[config.mk]
export PLATFORM = sky130hd
export DESIGN_NAME = host_rd_engine
export DESIGN_NICKNAME = d
export VERILOG_FILES = /design/src/rtl/host_rd_engine.sv
export SDC_FILE = /design/constraint.sdc
export NUM_CORES = 1
export LEC_CHECK = 0
export BUFFER_PORTS_ARGS = -buffer_cell sky130_fd_sc_hd__buf_2
export CAP_MARGIN = 20
export CORE_MARGIN = 8
export CORE_UTILIZATION = 47
export DETAILED_ROUTE_END_ITERATION = 16
export PLACE_DENSITY = 0.89
export RECOVER_POWER = 25
export SLEW_MARGIN = 25
export SYNTH_ARGS = -nofsm -noshare
export SYNTH_HDL_FRONTEND = slang
export SYNTH_SLANG_ARGS = --single-unit
[constraint.sdc]
create_clock -name clk -period 2.6 [get_ports clk]
set_input_delay 0.13 -clock clk [delete_from_list [all_inputs] [get_ports clk]]
set_output_delay 0.13 -clock clk [all_outputs]
set_load 0.005 [all_outputs]
[src/rtl/host_rd_engine.sv]
// -----------------------------------------------------------------------------
// host_rd_engine
//
// Walks a 2-D memory region (line_count lines of line_bytes each, line starts
// spaced by line_stride word addresses) and issues one-beat burst reads to the
// memory arbiter. Returned beats are forwarded to an external host-side FIFO.
// New requests are gated by credits so that every beat in flight already has
// a free FIFO slot reserved.
//
// State table
//   state   | meaning
//   S_IDLE  | waiting for start; region registers latched on start
//   S_REQ   | issuing read requests, throttled by credit and outstanding cap
//   S_DRAIN | no new requests; waiting for all in-flight beats to return
//   S_DONE  | one-cycle completion pulse, aborted flag valid
//
// Ports
//   clk, reset_clk                 memory clock, synchronous active-high reset
//   start, abort                   single-cycle control pulses
//   base_addr, line_bytes,
//   line_count, line_stride        region description, sampled on start
//   busy, done, aborted            status
//   err_underrun                   sticky: beat returned with nothing in flight
//   mem_rd_req/addr/ack            read request handshake
//   mem_rd_data/data_valid         read return
//   out_free                       free entries in the host FIFO
//   out_wr_en, out_din             host FIFO write (one cycle after return)
//   outstanding                    requests acknowledged but not yet returned
// -----------------------------------------------------------------------------
module host_rd_engine #(
    parameter int DATA_W          = 128,
    parameter int ADDR_W          = 29,
    parameter int ADDR_INC        = 8,
    parameter int LEN_W           = 24,
    parameter int MAX_OUTSTANDING = 32,
    parameter int FREE_W          = 10
) (
    input  logic              clk,
    input  logic              reset_clk,
    input  logic              start,
    input  logic              abort,
    input  logic [ADDR_W-1:0] base_addr,
    input  logic [LEN_W-1:0]  line_bytes,
    input  logic [LEN_W-1:0]  line_count,
    input  logic [ADDR_W-1:0] line_stride,
    output logic              busy,
    output logic              done,
    output logic              aborted,
    output logic              err_underrun,
    output logic              mem_rd_req,
    output logic [ADDR_W-1:0] mem_rd_addr,
    input  logic              mem_rd_ack,
    input  logic [DATA_W-1:0] mem_rd_data,
    input  logic              mem_rd_data_valid,
    input  logic [FREE_W-1:0] out_free,
    output logic              out_wr_en,
    output logic [DATA_W-1:0] out_din,
    output logic [7:0]        outstanding
);

    localparam int BEAT_SHIFT = $clog2(DATA_W / 8);
    localparam int SUM_W      = ((FREE_W > 8) ? FREE_W : 8) + 2;

    typedef enum logic [1:0] {
        S_IDLE,
        S_REQ,
        S_DRAIN,
        S_DONE
    } state_t;

    state_t              state_q, state_d;
    logic                req_q, req_d;
    logic [ADDR_W-1:0]   addr_q, addr_d;
    logic [ADDR_W-1:0]   line_base_q, line_base_d;
    logic [LEN_W-1:0]    beats_left_q, beats_left_d;
    logic [LEN_W-1:0]    lines_left_q, lines_left_d;
    logic [LEN_W-1:0]    beats_per_line_q, beats_per_line_d;
    logic                abort_q, abort_d;
    logic [7:0]          outst_q, outst_d;
    logic                err_q, err_d;
    logic                wr_en_q;
    logic [DATA_W-1:0]   din_q;

    logic                hs;
    logic [LEN_W-1:0]    start_beats;
    logic                last_beat;
    logic                last_line;
    logic                run_finished;
    logic                credit_ok;
    logic                cap_ok;
    logic                permit;

    assign hs           = req_q & mem_rd_ack;
    assign start_beats  = line_bytes >> BEAT_SHIFT;
    assign last_beat    = (beats_left_q == LEN_W'(1));
    assign last_line    = (lines_left_q == LEN_W'(1));
    assign run_finished = hs & last_beat & last_line;

    // The handshake completing this cycle already occupies a FIFO slot and an
    // outstanding slot, so it is counted before deciding on the next request.
    assign credit_ok = (SUM_W'(outst_q) + SUM_W'(hs) + SUM_W'(1)) <= SUM_W'(out_free);
    assign cap_ok    = (SUM_W'(outst_q) + SUM_W'(hs)) < SUM_W'(MAX_OUTSTANDING);
    assign permit    = credit_ok & cap_ok;

    always_comb begin
        state_d          = state_q;
        req_d            = req_q;
        addr_d           = addr_q;
        line_base_d      = line_base_q;
        beats_left_d     = beats_left_q;
        lines_left_d     = lines_left_q;
        beats_per_line_d = beats_per_line_q;
        abort_d          = abort_q;

        unique case (state_q)
            S_IDLE: begin
                if (start) begin
                    line_base_d      = base_addr;
                    addr_d           = base_addr;
                    beats_left_d     = start_beats;
                    beats_per_line_d = start_beats;
                    lines_left_d     = line_count;
                    abort_d          = 1'b0;
                    if ((start_beats == '0) || (line_count == '0)) begin
                        state_d = S_DONE;
                    end else begin
                        state_d = S_REQ;
                        req_d   = permit;
                    end
                end
            end

            S_REQ: begin
                if (hs) begin
                    if (last_beat) begin
                        lines_left_d = lines_left_q - LEN_W'(1);
                        line_base_d  = line_base_q + line_stride;
                        addr_d       = line_base_q + line_stride;
                        beats_left_d = beats_per_line_q;
                    end else begin
                        beats_left_d = beats_left_q - LEN_W'(1);
                        addr_d       = addr_q + ADDR_W'(ADDR_INC);
                    end
                end

                if (req_q && !mem_rd_ack) begin
                    // A raised request is never withdrawn; an abort seen now
                    // takes effect once this request is accepted.
                    req_d   = 1'b1;
                    abort_d = abort_q | abort;
                end else if (run_finished) begin
                    // The whole region went out this cycle; an abort arriving
                    // together with the final acceptance has nothing to stop.
                    req_d   = 1'b0;
                    state_d = S_DRAIN;
                end else if (abort_q || abort) begin
                    req_d   = 1'b0;
                    abort_d = 1'b1;
                    state_d = S_DRAIN;
                end else begin
                    req_d = permit;
                end
            end

            S_DRAIN: begin
                if (outst_q == 8'd0) begin
                    state_d = S_DONE;
                end
            end

            S_DONE: begin
                state_d = S_IDLE;
            end

            default: begin
                state_d = S_IDLE;
                req_d   = 1'b0;
            end
        endcase
    end

    always_comb begin
        outst_d = outst_q;
        err_d   = err_q;
        if (hs && !mem_rd_data_valid) begin
            outst_d = outst_q + 8'd1;
        end else if (!hs && mem_rd_data_valid) begin
            if (outst_q == 8'd0) begin
                err_d = 1'b1;
            end else begin
                outst_d = outst_q - 8'd1;
            end
        end
    end

    always_ff @(posedge clk) begin
        if (reset_clk) begin
            state_q          <= S_IDLE;
            req_q            <= 1'b0;
            addr_q           <= '0;
            line_base_q      <= '0;
            beats_left_q     <= '0;
            lines_left_q     <= '0;
            beats_per_line_q <= '0;
            abort_q          <= 1'b0;
            outst_q          <= 8'd0;
            err_q            <= 1'b0;
            wr_en_q          <= 1'b0;
            din_q            <= '0;
        end else begin
            state_q          <= state_d;
            req_q            <= req_d;
            addr_q           <= addr_d;
            line_base_q      <= line_base_d;
            beats_left_q     <= beats_left_d;
            lines_left_q     <= lines_left_d;
            beats_per_line_q <= beats_per_line_d;
            abort_q          <= abort_d;
            outst_q          <= outst_d;
            err_q            <= err_d;
            wr_en_q          <= mem_rd_data_valid;
            din_q            <= mem_rd_data;
        end
    end

    assign busy         = (state_q != S_IDLE);
    assign done         = (state_q == S_DONE);
    assign aborted      = (state_q == S_DONE) & abort_q;
    assign err_underrun = err_q;
    assign mem_rd_req   = req_q;
    assign mem_rd_addr  = addr_q;
    assign out_wr_en    = wr_en_q;
    assign out_din      = din_q;
    assign outstanding  = outst_q;

endmodule

After elaboration in Yosys (flattened, before gate mapping)
Index checks and enable logic that the tools add are counted.
{"block": "totals", "mem_bits_ro": 0, "register_bits": 268, "output_inout_bits": 171, "latch_bits": 0, "mem_bits_rw": 0, "n_memories": 0}
{"block": "op_classes", "order_cmp": 2, "mul": 0, "shifts": 0, "n_addsub": 8, "eq_ne": 15, "mux": 36, "n_div": 0, "bitwise": 7, "reduce_logical": 23}
{"op": "$mux W29", "count": 5}
{"op": "$mux W24", "count": 6}
{"op": "$pmux W29 S2", "count": 2}
{"op": "$pmux W24 S2", "count": 2}
{"op": "$eq A24 B1 Y1 const B", "count": 2}
{"op": "$logic_not A24 Y1", "count": 2}
{"op": "$sub A24 B1 Y24 const B", "count": 2}
{"op": "$add A29 B29 Y29", "count": 1}
{"op": "$add A29 B4 Y29 const B", "count": 1}
{"op": "$mux W8", "count": 3}
{"op": "$add A12 B1 Y12 const B", "count": 1}
{"op": "$le A12 B10 Y1", "count": 1}
{"op": "$mux W2", "count": 6}
{"op": "$ne A2 B2 Y1 const B", "count": 6}
{"op": "$reduce_and A4 Y1", "count": 3}
{"op": "$add A8 B1 Y9", "count": 1}
{"op": "$lt A9 B6 Y1 const B", "count": 1}
{"op": "$mux W1", "count": 9}
{"op": "$ne A3 B3 Y1 const B", "count": 3}
{"op": "$reduce_and A3 Y1", "count": 3}
{"op": "$add A8 B1 Y8 const B", "count": 1}
{"op": "$logic_not A8 Y1", "count": 1}
{"op": "$pmux W2 S4", "count": 1}
{"op": "$sub A8 B1 Y8 const B", "count": 1}
{"op": "other kinds (13)", "count": 27}

Logic depth before layout (Yosys ltp)
{"block": "depth", "ltp_word": 9, "ltp_mapped": 16, "mapped_depth_nobuf": 16}

Worst setup path after synthesis
OpenSTA, ideal clock, no wires.
{"block": "synth_timing", "kind": "reg2reg", "start": "register req_q, in the netlist mem_rd_req", "end": "register req_q, in the netlist mem_rd_req", "period_less_slack_ns": 2.908, "setup_ns": 0.074, "arrival_time_ns": 2.834, "required_ns": 2.526, "n_path_buf": 0, "slack_ns": -0.308, "stages_incl_launch_ff": 17, "path_cell_list": "dfxtp_1 -> and2_1 -> ha_1 -> ha_1 -> xor2_1 -> and3_1 -> and3_1 -> nor2_1 -> o21ai_0 -> nand2_1 -> xnor2_1 -> ha_1 -> o21a_1 -> o21a_1 -> o32ai_1 -> a21oi_1 -> o21ai_0"}
{"block": "synth_between", "elab_chain_len": 9, "word_cells_on_any_way": 15, "classes_between": "add/sub (2); order compare (2); mux (6); bitwise (4); reduce/logical (1)"}
{"element": "start, declared", "line": "72", "rtl": "logic req_q, req_d;"}
{"element": "start signal, assigned", "line": "212", "rtl": "req_q <= req_d;"}
{"element": "$and A1 B1 Y1", "line": "93", "rtl": "assign hs = req_q & mem_rd_ack;"}
{"element": "$add A8 B1 Y9", "line": "101, 102"}
{"element": "$add A12 B1 Y12", "line": "101", "rtl": "assign credit_ok = (SUM_W'(outst_q) + SUM_W'(hs) + SUM_W'(1)) <= SUM_W'(out_free);"}
{"element": "$le A12 B10 Y1", "line": "101"}
{"element": "$and A1 B1 Y1", "line": "103", "rtl": "assign permit = credit_ok & cap_ok;"}
{"element": "$mux W1", "line": "156", "rtl": "end else if (abort_q || abort) begin"}
{"element": "$mux W1", "line": "151", "rtl": "end else if (run_finished) begin"}
{"element": "$mux W1", "line": "146", "rtl": "if (req_q && !mem_rd_ack) begin"}
{"element": "$pmux W1 S2 (*)", "line": "115", "rtl": "unique case (state_q)"}
Mark *: on every way between the ends. The rest lies on a longest branch, timed or not. The select of a mux whose other input is x is not followed.
A chain may end at the register's enable or synchronous reset.

Worst setup path after layout
Ends and elaborated chain as after synthesis.

==> out/qor.log <==
qor: outcome.outcome finished with violations
qor: outcome.violated_checks negative hold slack, negative setup slack
qor: power.peakVddDrop 699.9 µV
qor: detailed_routing.wl 53.74 mm
qor: critical_path.cp-endpoint mem_rd_req
qor: yosys.postSynth.asyncResetShare 0%
qor: placement.dp_slack -0.1885 ns
qor: flow_run.drv.max_cap_violation_count 0
qor: sta.postLayoutSetupSlackWorst -0.1726 ns
qor: sta.slew_violations 0
qor: power.p_leak 8.687 nW
qor: placement.port_buffers 416
qor: critical_path.worstReg2RegEnd mem_rd_req
qor: yosys.syn-mean-instance-area 8.342 µm²
qor: critical_path.r2r-start mem_rd_req
qor: grt.pin_count_of_the_biggest_net_entering_global_routing 120
qor: die.design.core.area 27630 µm²
qor: detailed_routing.route.detailed.vias_per_inst 5.666
qor: cts.cts.sink_count 268
qor: power.finalPower 0.01983 W
qor: detailed_routing.drc 0
qor: cells_and_area.drive_gt1_share 29.30%
qor: detailed_routing.antenna_left 0
qor: die.floorplan.die.width 183.1 µm
qor: die.initial_utilization 47.50%
qor: placement.instance_count_after_placement_with_tap_cells_included 2372
qor: yosys.synth_flop_cell sky130_fd_sc_hd__dfxtp_1
qor: sta.tightestPinTransition 0.7664 ns
qor: sta.hold_viol_final 1
qor: detailed_routing.drtIter0Drc 1337
qor: critical_path.worst_path_cell_chain and2_4 > ha_4 > ha_4 > xor2_2 > and3_4 > and3_4 > nor2_4 > o21ai_2 > nand2_1 > xnor2_1 > ha_1 > o21a_1 > o21a_1 > o32ai_2 > a21oi_1 > o21ai_1
qor: critical_path.ff2ff_path_depth 16
qor: die.die_footprint 33520 µm²
qor: yosys.synth_cells 1573
qor: cts.cts_tree built
qor: sta.timing.final.crit_period 2.773 ns
qor: cells_and_area.num-fill-cells 2012
qor: critical_path.setup.reg_to_reg.worst_slack -0.17 ns
qor: cts.root_buffer sky130_fd_sc_hd__clkbuf_16
qor: cells_and_area.layout_common_cells 409 x sky130_fd_sc_hd__buf_2, 265 x sky130_fd_sc_hd__dfxtp_1, 187 x sky130_fd_sc_hd__dlygate4sd3_1, 168 x sky130_fd_sc_hd__nand2_1, 144 x sky130_fd_sc_hd__nor2_1
qor: cells_and_area.final_common_cell sky130_fd_sc_hd__buf_2
qor: sta.timing.slew.headroom 48.85%
qor: grt.first_global_vias 14840
qor: yosys.syn_area 13120 µm²
qor: sta.final.setup_skew 0.02020 ns
qor: yosys.synthesis.yosys.warnings 0
qor: die.design.portCount 421
qor: sta.fin_setup_tns -0.1743 ns
qor: die.rows 61
qor: yosys.yosysSeqAreaShare 40.88%
qor: cells_and_area.final_area 19520 µm²
qor: power.pwr_density_cell 1016 nW/µm²
qor: cts.clk_pin_slew 0.06 ns
qor: detailed_routing.firstDrtPassIters 6
qor: sta.timing.final.setup_violations 2
qor: critical_path.cp-end-kind flip-flop
qor: yosys.synth_edf_count 0
qor: placement.placedInstanceArea 16210 µm²
qor: critical_path.crit_required 3.07 ns
qor: critical_path.critPathMaxStageDelay 0.32 ns
qor: cts.clock_latency 0.55 ns
qor: cts.cts-buffers-inserted 28
qor: detailed_routing.post_drt_wl_per_cell 20.46 µm
qor: cts.clock_tree.htree_level_count 1
qor: critical_path.timing_startpoint_of_the_critical_path mem_rd_req
qor: critical_path.worst-endpoint-arrival 3.25 ns
qor: grt.wire_length_of_the_first_global_routing_pass 80.66 mm
qor: grt.globalRouteTotalUtil 29.78%
qor: detailed_routing.vias 14880
qor: critical_path.timing.critical_path.from_type flip-flop
qor: critical_path.worst_path_max_delay_cell sky130_fd_sc_hd__dfxtp_2
qor: yosys.yosysUniqueCellTypes 73
qor: grt.overflow 0
qor: grt.initial_antenna_violation_count 5
qor: sta.holdWs -0.01544 ns
qor: sta.post_route_fraction_of_the_period_consumed_by_the_critical_path 106.6%
qor: sta.max_freq 0.3607 GHz
qor: placement.globalplace.congestion 0.9655
qor: cts.cts_buffer_depth 3
qor: yosys.ff_latch_count_synth 268
qor: cells_and_area.design.final.nets 2533
qor: critical_path.timing_worst_setup_path_type reg -> reg
qor: cells_and_area.final_cell_count_no_fill 2627
qor: placement.detailed_placer_s_ending_hpwl 37.33 mm
qor: cells_and_area.synth_to_final_area_change 48.73%
qor: min_path.timing.hold.worst.class in -> reg
qor: die.dieHeight 183.1 µm
qor: sta.grt_setup_unrepaired yes
qor: yosys.postSynthNetCount 1884
qor: critical_path.worstPathMaxFanout 3
qor: min_path.hp-start base_addr[27]
-- cell families (layout without fill, tap and decap cells) --
logic type                 count (synthesis)  in the layout  share of synthesized area (%)
AOI/OAI and AO/OA                        414            414                          20.44
xor gates and xnor gates                  63             63                          4.205
adders and majority gates                 61             61                          5.931
buffers and inverters                    121            790                          3.585
DFF                                      268            268                          40.88
muxes                                     13             13                         0.9916
other                                      1              8                        0.02858
and+or+nand+nor                          632            632                          23.93
-- flip-flops by register name, summed over array words and instances (netlist names), 2 cells and up --
name,cells
state_q,2
out_din,128
beats_per_line_q,20
beats_left_q,24
outstanding,8
mem_rd_addr,29
line_base_q,29
lines_left_q,24
-- cells in the mapped netlist (7+ instances only) --
cell	instances	area, µm²
sky130_fd_sc_hd__nand4_1	14	87.58
sky130_fd_sc_hd__a31oi_1	22	137.6
sky130_fd_sc_hd__o21a_1	13	97.59
sky130_fd_sc_hd__xor2_1	22	192.7
sky130_fd_sc_hd__o211ai_1	18	135.1
sky130_fd_sc_hd__nand2_1	172	645.6
sky130_fd_sc_hd__o221ai_1	10	87.58
sky130_fd_sc_hd__nor3_1	39	195.2
sky130_fd_sc_hd__a21oi_1	130	650.6
sky130_fd_sc_hd__nand3_1	30	150.1
sky130_fd_sc_hd__and3_1	11	68.82
sky130_fd_sc_hd__inv_1	28	105.1
sky130_fd_sc_hd__o21ai_0	61	305.3
sky130_fd_sc_hd__a211oi_1	49	367.9
sky130_fd_sc_hd__o22ai_1	16	100.1
sky130_fd_sc_hd__ha_1	59	738.2
sky130_fd_sc_hd__nor4_1	25	156.4
sky130_fd_sc_hd__buf_2	7	35.03
sky130_fd_sc_hd__a21o_1	19	142.6
sky130_fd_sc_hd__buf_1	8	30.03
sky130_fd_sc_hd__or2_2	9	56.30
sky130_fd_sc_hd__nor2b_1	133	832.1
sky130_fd_sc_hd__xnor2_1	41	359.1
sky130_fd_sc_hd__nor2_1	146	548.0
sky130_fd_sc_hd__dfxtp_1	268	5365
sky130_fd_sc_hd__or4_1	7	52.55
sky130_fd_sc_hd__mux2i_1	13	130.1
sky130_fd_sc_hd__or3_1	14	87.58
sky130_fd_sc_hd__clkbuf_1	76	285.3
-- worst min-delay path by stage --
| stage | end | slack (ns) | depth (start not counted) |
|---|---|---|---|
| 2_1_floorplan | out_din[0] | 0.26 | 1 |
| 3_3_place_gp | out_din[17] | 0.34 | 2 |
| 3_5_place_dp | out_din[123] | 0.34 | 2 |
| 4_1_cts | lines_left_q[3] | 0.003 | 4 |
| 5_1_grt | line_base_q[27] | 0.02 | 3 |
| 6_report | line_base_q[27] | -0.02 | 3 |
-- where the power goes --
group          switching (W)  total [W]  internal (W)
Clock                0.00170    0.00426       0.00257
Combinational        0.00551    0.00980       0.00429
Sequential          0.000790    0.00577       0.00498
Total                0.00800     0.0198        0.0118
-- through the flow --
stage / util, % / hold WS (ns)
final: 70.64 / -0.01544
after global routing: 70.62 / 0.02032
after CTS: 69.33 / 0.002594
after detailed placement: 58.69 / 0.3429
after global placement: 58.69 / 0.3355
after floorplan: - / 0.2582
-- critical path, delay by kind of cell, from the launching register on --
family / cells / cell delay, ns
fa+ha+maj: 3 / 0.63
flops: 1 / 0.32
simple gates: 5 / 0.65
compound gates: 6 / 0.82
xor+xnor: 2 / 0.28
-- repair_timing --
item	CTS	global route
setup endpoints to repair	24	52
setup buffers	4	7
hold buffers	186	1
hold endpoints to repair	214	1
pin swaps	12	30
gates resized for setup	18	67
-- area by class of cell --
| type | instances | area, µm² | share of cell area [%] |
|---|---|---|---|
| Timing Repair Buffer | 711 | 4858 | 24.89 |
| Inverter | 29 | 108.9 | 0.5577 |
| Sequential cell | 268 | 5369 | 27.51 |
| Clock buffer | 38 | 809.5 | 4.148 |
| Clock inverter | 12 | 163.9 | 0.8398 |
| Multi-Input combinational cell | 1184 | 7717 | 39.54 |
| Antenna cell | 7 | 17.52 | 0.08975 |
| Tap cell | 378 | 473.0 | 2.423 |
-- per-layer routing --
layer	share of wire [%]	GRT usage, %
met5	0	0
met4	5.6	14.38
met3	8.8	6.648
met2	49	53.03
met1	36	33.25
Note: power is estimated with default switching activity, not from simulation.
